--- src/rtl/framebuffer_arbiter.sv ---
// framebuffer_arbiter
//
// Shares one single-port pixel RAM between VGA scanout and CPU pixel writes.
// Scanout always wins the RAM slot. CPU writes are queued in a small FIFO and
// drained into the RAM on cycles when scanout does not need it.
//
// With FRAMEBUFFER_DOUBLE_BUFFER_EN defined, the RAM holds two banks:
// - Scanout reads the front bank.
// - CPU writes land in the back bank.
// - A swap request waits for the FIFO to drain. The banks are then exchanged
//   on the next falling edge of vsync.
// Without the macro, a single bank (bank 0) is used and the swap logic is
// absent.
//
// Ports:
//   clk                   single clock, all logic on posedge
//   i_Reset_N             synchronous active-low reset
//   i_Vga_Read_En         scanout needs the RAM slot this cycle
//   i_Vga_Read_Addr       scanout pixel address
//   o_Vga_Read_Data       pixel to scanout (pass-through of RAM read data)
//   i_Vertical_Sync       active-low vsync from scanout
//   i_Cpu_Wr_Valid        CPU write request
//   o_Cpu_Wr_Ready        CPU write accepted when high together with valid
//   i_Cpu_Wr_Addr         CPU write pixel address
//   i_Cpu_Wr_Data         CPU write pixel data
//   i_Swap_Req            one-cycle buffer-swap request
//   o_Swap_Pending        swap in progress
//   o_Front_Buffer        bank currently scanned out
//   o_Ram_Addr            RAM address, MSB is the bank select
//   o_Ram_Wr_En           RAM write enable
//   o_Ram_Wr_Data         RAM write data
//   i_Ram_Read_Data       RAM read data (1-cycle latency)

module framebuffer_arbiter #(
    parameter int unsigned BITS_PER_PIXEL    = 3,
    parameter int unsigned FRAMEBUFFER_DEPTH = 640 * 480,
    parameter int unsigned FIFO_DEPTH        = 4,
    localparam int unsigned ADDR_W           = $clog2(FRAMEBUFFER_DEPTH)
) (
    input  logic                      clk,
    input  logic                      i_Reset_N,
    input  logic                      i_Vga_Read_En,
    input  logic [ADDR_W-1:0]         i_Vga_Read_Addr,
    output logic [BITS_PER_PIXEL-1:0] o_Vga_Read_Data,
    input  logic                      i_Vertical_Sync,
    input  logic                      i_Cpu_Wr_Valid,
    output logic                      o_Cpu_Wr_Ready,
    input  logic [ADDR_W-1:0]         i_Cpu_Wr_Addr,
    input  logic [BITS_PER_PIXEL-1:0] i_Cpu_Wr_Data,
    input  logic                      i_Swap_Req,
    output logic                      o_Swap_Pending,
    output logic                      o_Front_Buffer,
    output logic [ADDR_W:0]           o_Ram_Addr,
    output logic                      o_Ram_Wr_En,
    output logic [BITS_PER_PIXEL-1:0] o_Ram_Wr_Data,
    input  logic [BITS_PER_PIXEL-1:0] i_Ram_Read_Data
);

    localparam int unsigned PTR_W = $clog2(FIFO_DEPTH);
    localparam logic [PTR_W:0] FULL_COUNT = FIFO_DEPTH[PTR_W:0];

    // ------------------------------------------------------------------
    // CPU write FIFO
    // ------------------------------------------------------------------
    logic [ADDR_W-1:0]         fifo_addr [FIFO_DEPTH];
    logic [BITS_PER_PIXEL-1:0] fifo_data [FIFO_DEPTH];
    logic [PTR_W-1:0]          wr_ptr_q;
    logic [PTR_W-1:0]          rd_ptr_q;
    logic [PTR_W:0]            count_q;
    logic                      fifo_full;
    logic                      fifo_empty;
    logic                      push;
    logic                      pop;
    logic                      front_buffer;
    logic                      write_bank;

    assign fifo_full  = (count_q == FULL_COUNT);
    assign fifo_empty = (count_q == '0);

    assign push = i_Cpu_Wr_Valid && o_Cpu_Wr_Ready;
    // Pop decision uses the registered count, so a write pushed into an empty
    // FIFO reaches the RAM one cycle later at the earliest.
    assign pop  = !i_Vga_Read_En && !fifo_empty && i_Reset_N;

    always_ff @(posedge clk) begin
        if (!i_Reset_N) begin
            wr_ptr_q <= '0;
            rd_ptr_q <= '0;
            count_q  <= '0;
        end else begin
            if (push) begin
                wr_ptr_q <= wr_ptr_q + 1'b1;
            end
            if (pop) begin
                rd_ptr_q <= rd_ptr_q + 1'b1;
            end
            if (push && !pop) begin
                count_q <= count_q + 1'b1;
            end else if (pop && !push) begin
                count_q <= count_q - 1'b1;
            end
        end
    end

    // Storage needs no reset: entries are only read once counted as valid.
    always_ff @(posedge clk) begin
        if (push) begin
            fifo_addr[wr_ptr_q] <= i_Cpu_Wr_Addr;
            fifo_data[wr_ptr_q] <= i_Cpu_Wr_Data;
        end
    end

`ifdef FRAMEBUFFER_DOUBLE_BUFFER_EN
    // ------------------------------------------------------------------
    // Buffer swap FSM
    // ------------------------------------------------------------------
    typedef enum logic [1:0] {
        StIdle,
        StWaitDrain,
        StWaitVblank
    } swap_state_e;

    swap_state_e state_q;
    logic        front_q;
    logic        pending_q;
    logic        vsync_q;

    always_ff @(posedge clk) begin
        if (!i_Reset_N) begin
            state_q   <= StIdle;
            front_q   <= 1'b0;
            pending_q <= 1'b0;
            vsync_q   <= 1'b1;
        end else begin
            vsync_q <= i_Vertical_Sync;
            unique case (state_q)
                StIdle: begin
                    if (i_Swap_Req) begin
                        state_q   <= StWaitDrain;
                        pending_q <= 1'b1;
                    end
                end
                StWaitDrain: begin
                    if (fifo_empty) begin
                        state_q <= StWaitVblank;
                    end
                end
                StWaitVblank: begin
                    // Falling edge of vsync marks the start of vertical blanking.
                    if (vsync_q && !i_Vertical_Sync) begin
                        front_q   <= ~front_q;
                        pending_q <= 1'b0;
                        state_q   <= StIdle;
                    end
                end
                default: begin
                    state_q   <= StIdle;
                    pending_q <= 1'b0;
                end
            endcase
        end
    end

    assign front_buffer   = front_q;
    assign write_bank     = ~front_q;
    assign o_Swap_Pending = pending_q;
    // New writes are held off during a swap so the drain terminates.
    assign o_Cpu_Wr_Ready = !fifo_full && (state_q == StIdle) && i_Reset_N;
`else
    logic unused_swap_inputs;
    assign unused_swap_inputs = i_Swap_Req ^ i_Vertical_Sync;

    assign front_buffer   = 1'b0;
    assign write_bank     = 1'b0;
    assign o_Swap_Pending = 1'b0;
    assign o_Cpu_Wr_Ready = !fifo_full && i_Reset_N;
`endif

    assign o_Front_Buffer = front_buffer;

    // ------------------------------------------------------------------
    // RAM port mux: scanout has priority, otherwise drain one FIFO entry
    // ------------------------------------------------------------------
    always_comb begin
        o_Ram_Wr_En   = 1'b0;
        o_Ram_Wr_Data = fifo_data[rd_ptr_q];
        o_Ram_Addr    = {front_buffer, i_Vga_Read_Addr};
        if (pop) begin
            o_Ram_Wr_En = 1'b1;
            o_Ram_Addr  = {write_bank, fifo_addr[rd_ptr_q]};
        end
    end

    assign o_Vga_Read_Data = i_Ram_Read_Data;

endmodule

--- config.mk ---
export PLATFORM = sky130hd
export DESIGN_NAME = framebuffer_arbiter
export DESIGN_NICKNAME = d
export VERILOG_FILES = /design/src/rtl/framebuffer_arbiter.sv
export SDC_FILE = /design/constraint.sdc
export NUM_CORES = 1
export LEC_CHECK = 0
export CAP_MARGIN = 20
export CORE_UTILIZATION = 46
export DETAILED_ROUTE_END_ITERATION = 10
export PLACE_DENSITY = 0.85
export SLEW_MARGIN = 20
export SYNTH_ARGS = -nofsm -noshare
export SYNTH_HDL_FRONTEND = slang
export SYNTH_SLANG_ARGS = --single-unit
--- constraint.sdc ---
create_clock -name clk -period 2.3 [get_ports clk]
set_input_delay 0.69 -clock clk [delete_from_list [all_inputs] [get_ports clk]]
set_output_delay 0.69 -clock clk [all_outputs]
set_load 0.005 [all_outputs]
# --- Word level (Yosys, flattened, before mapping) ---
# Memory sizes are Yosys's and may differ from the RTL's. A register that Yosys moved wholly into a read port is not among the register bits.
# Index checks and enable logic that the tools add are counted.
word_totals:
  ff_bits: 7
  mem_bits_ro: 0
  wordCells: 33
  mem_bits_rw: 88
  n_memories: 2
  latchBits: 0
mem_list:
  columns: ["name", "words", "word_bits", "read_ports", "rd_ports_with_merged_regs", "wr", "line", "source"]
  rows:
  - ["fifo_addr", 4, 19, 1, 1, 1, "65", "logic [ADDR_W-1:0] fifo_addr [FIFO_DEPTH];"]
  - ["fifo_data", 4, 3, 1, 1, 1, "66", "logic [BITS_PER_PIXEL-1:0] fifo_data [FIFO_DEPTH];"]
classes:
  n_addsub: 4
  shifts: 0
  reduce_logical: 13
  order_cmp: 0
  mul: 0
  eq_ne: 1
  bitwise_logic: 0
  muxes: 10
  div: 0
ops:
  columns: ["op", "count"]
  rows:
  - ["$mux W19", 1]
  - ["$mux W2", 4]
  - ["$logic_and A1 B1 Y1", 6]
  - ["$mux W3", 2]
  - ["$logic_not A1 Y1", 5]
  - ["$add A2 B1 Y2 const B", 2]
  - ["$add A3 B1 Y3 const B", 1]
  - ["$eq A3 B3 Y1 const B", 1]
  - ["$logic_not A3 Y1", 1]
  - ["$mux W1", 3]
  - ["$sub A3 B1 Y3 const B", 1]
  - ["$reduce_bool A2 Y1", 1]

# --- Logic depth before layout (Yosys ltp) ---
logic_depth:
  word_depth: 8
  depth_mapped: 10

# --- Least setup slack after synthesis ---
# OpenSTA, ideal clock, no wires.
synth_path:
  kind: "input to register"
  startpoint: "input port i_Reset_N"
  endpoint: "register count_q[2]"
  t_arrival_ns: 2.240
  slack_ns: -0.016
  n_path_buf: 1
  required_ns: 2.224
  path_stages: 9
  setup_time_ns: 0.076
  cell_sequence: "nor3b_2 buf_4 inv_1 ha_1 inv_1 fa_1 xor2_1 or3_1 a21boi_0"
synth_via:
  elab_chain_len: 5
  word_cells_on_any_way: 9
  cone_classes: "mux (1); reduce/logical (8)"
synth_rtl:
  columns: ["item", "line", "source"]
  rows:
  - ["from (decl)", "41", "input logic i_Reset_N,"]
  - ["$logic_and A1 B1 Y1", "176", "assign o_Cpu_Wr_Ready = !fifo_full && i_Reset_N;"]
  - ["$logic_and A1 B1 Y1", "80", "assign push = i_Cpu_Wr_Valid && o_Cpu_Wr_Ready;"]
  - ["$logic_not A1 Y1", "99", "end else if (pop && !push) begin"]
  - ["$logic_and A1 B1 Y1", "99", null]
  - ["$reduce_bool A2 Y1 (no source line)", null, null]
  - ["to (signal assigned)", "98", "count_q <= count_q + 1'b1;"]
  - ["to (signal assigned)", "100", "count_q <= count_q - 1'b1;"]
  - ["to (decl)", "69", "logic [PTR_W:0] count_q;"]
# Several ways; a longest one is shown, not always the timed one.
# A chain may end at the register's enable or synchronous reset.

==> results by group <==
Placement
  • PortBufs: 68
  • Placed cell count: 378
  • RD Place Congestion: 0.6774
  • DPL Wire Length: 4743 µm
  • Dpl ws: -0.9195 ns

Clocking
  • Clock slew at reported path FFs: 0.09 ns
  • Hold_buf cts: 0
  • Number of clock sinks: 97
  • Clock Root Buffer: clkbuf_8
  • CTS tree: built
  • Inserted Clock Buffers: 9
  • Later-pin clock latency in the skew report: 0.35 ns
  • Htree depth: 3
  • Clock Path Buffers: 2

Cells and area
  • Layout cells sized above 1: 0.4309
  • Finished Layout Cells: 409
  • NumNets Final: 356
  • Area Growth Syn to Fin: 36.63%
  • Number of diodes: 0

Floorplanning
  • # rows: 33
  • Die H: 95.49 µm
  • Die Wd: 95.49 µm
  • Total Die Area: 9117 µm²
  • Initial Utilization: 0.4820
  • Io pins: 80
  • Area of the core: 8341 µm²

STA
  • Min Tclk post-route: 2.567 ns
  • Finish-stage setup viols: 23
  • RSZ-0062 raised after global routing: yes
  • Fin. Hold Viols: 0
  • Final worst slack: -0.2666 ns
  • Fmax: 389.6 MHz
  • Clock Skews: 0.006373 ns
  • Tcrit/Tclk final: 1.116
  • Final setup TNS: -4.681 ns
  • Max Slew Vio Count: 0

Logic synthesis
  • Ys Warns: 0
  • Syn Std Cell Area: 4020 µm²
  • Asr flop ratio synth: 0
  • Ys flop type: edfxtp_1
  • Syn avg cell area: 20.83 µm²
  • Yosys cell types: 30
  • Number of flops mapped to enable cells by yosys: 88
  • Post-synth top area cell: edfxtp_1
  • Register area share after synthesis: 0.7021
  • Synth area leaders: edfxtp_1 (66%), mux4_2 (11%), mux2_4 (6.3%)
  • Post-Syn Instances: 193
  • Top cell type's share of synthesized area: 0.6573
  • FF+latch count, synth: 97

Global routing
  • First-pass GRT wire length: 11100 µm
  • Antenna violations before repair: 0
  • GRT overflow: 0
  • Vias in the first global route: 2171
  • Largest net degree at the start of global routing: 23
  • Global-route usage over all layers: 0.1761

Flow run
  • Max Cap Viol: 0

Worst setup path
  • Worst Setup Start Kind: register
  • Critical Path End Type: output pin
  • WP data required: 1.61 ns
  • Crit-path max FO: 5
  • Crit path kind: reg -> out
  • Critical path arrival: 1.88 ns

Status
  • Status: finished, violations left
  • Failing checks: setup timing

Drt
  • Via count: 2103
  • Post-route ant nets: 0
  • Routed wire length: 7330 µm
  • Remaining DRCs: 0
  • DR WL/cell: 17.92 µm
  • DR iter-0 viols: 38
  • Routed vias/inst: 5.142
  • Detailed Routing Iterations Pass 1: 4

Power
  • Final total power: 0.004870 W
  • Lkg Pwr: 1.959 nW
  • Maximum VDD drop: 0.0005589 V
  • Power per cell area: 886.7 nW/µm²

Worst hold path
  • HP Class: reg -> reg
[final cells by class]
type                    instances  area (µm²)
well taps                     105       131.4
repair buffers                108        1174
clock inverters                 6       82.58
inverters                       6       35.03
clock buffers                   9       123.9
flip-flops and latches         97        2830
fillers                       554        2848
multi-input cells              78        1116
[sequential cells by signal, indices dropped and copies added (netlist names), named ones only]
name,cells
wr_ptr_q,2
fifo_data,12
fifo_addr,76
rd_ptr_q,2
count_q,3
[what timing repair did]
action | 4_1_cts | 5_1_grt
pin swaps | 3 | 7
resized for setup | 140 | 16
cloned | 1 | 0
setup endpoints to repair | 26 | 23
setup buffers | 13 | 4
[path summary, 6_finish.rpt]
path               start              to  slack [ns]  cells past startpoint
max             register  o_Ram_Addr[11]       -0.27                      5
min          rd_ptr_q[1]     rd_ptr_q[1]        0.50                      2
max reg2reg   count_q[0]      count_q[2]       -0.12                     12
min reg2reg  rd_ptr_q[1]     rd_ptr_q[1]        0.50                      2
[routing by layer]
metal,up-vias,track usage,part of all wire
met5,-,0,0
met4,0,0.06468,0.012
met3,11,0.03987,0.046
met2,64,0.3185,0.54
met1,1056,0.2038,0.40
li1,972,-,-
[stage by stage]
step           cell area (µm²)  utilization  hold slack (ns)
2_1_floorplan             4033            -           0.4451
3_3_place_gp              4992       0.5986           0.4566
3_5_place_dp              4992       0.5986           0.4784
4_1_cts                   5415       0.6493           0.4910
5_1_grt                   5493       0.6586           0.5261
6_report                  5493       0.6586           0.4965
[report_power, final]
group	switching [W]	total [W]	internal, W
Clock	0.000551	0.00115	0.000603
Combinational	0.000567	0.00157	0.000998
Sequential	0.0000679	0.00215	0.00208
Total	0.00119	0.00487	0.00368
[cells by family after synthesis]
group / synth area share
and+or+nand+nor: 0.02428
AOI/OAI and AO/OA: 0.01276
xor gates and xnor gates: 0.004358
muxes: 0.2051
buffers and inverters: 0.02988
DFF: 0.7021
other: 0.0009328
adders and majority gates: 0.02054
[synth_stat cells, drive strengths merged, types with 2 or more instances]
| cell type | n |
|---|---|
| a21boi | 3 |
| buf | 12 |
| o21ai | 2 |
| mux2i | 4 |
| mux2 | 19 |
| nor3b | 2 |
| edfxtp | 88 |
| clkbuf | 2 |
| or3 | 2 |
| nand2 | 3 |
| dfxtp | 9 |
| ha | 5 |
| and2 | 5 |
| inv | 6 |
| mux4 | 22 |
[cell usage in the layout (no fill, tap or decap), types with 3 or more instances in the layout]
master,n
dfxtp_2,3
buf_4,21
clkbuf_8,9
buf_6,25
mux4_2,22
buf_2,5
conb_1,3
buf_12,11
clkdlybuf4s50_1,41
edfxtp_1,88
mux2i_1,4
dfxtp_1,5
inv_1,4
ha_1,4
nand2_1,3
mux2_4,19
and2_1,5
[worst max-delay path, cell delays in order (launching register included)]
cell     delay [ns]
dfxtp_4        0.39
buf_6          0.12
buf_12         0.11
mux4_2         0.51
mux2_4         0.28
buf_6          0.11
Note: power is estimated with default switching activity, not from simulation.
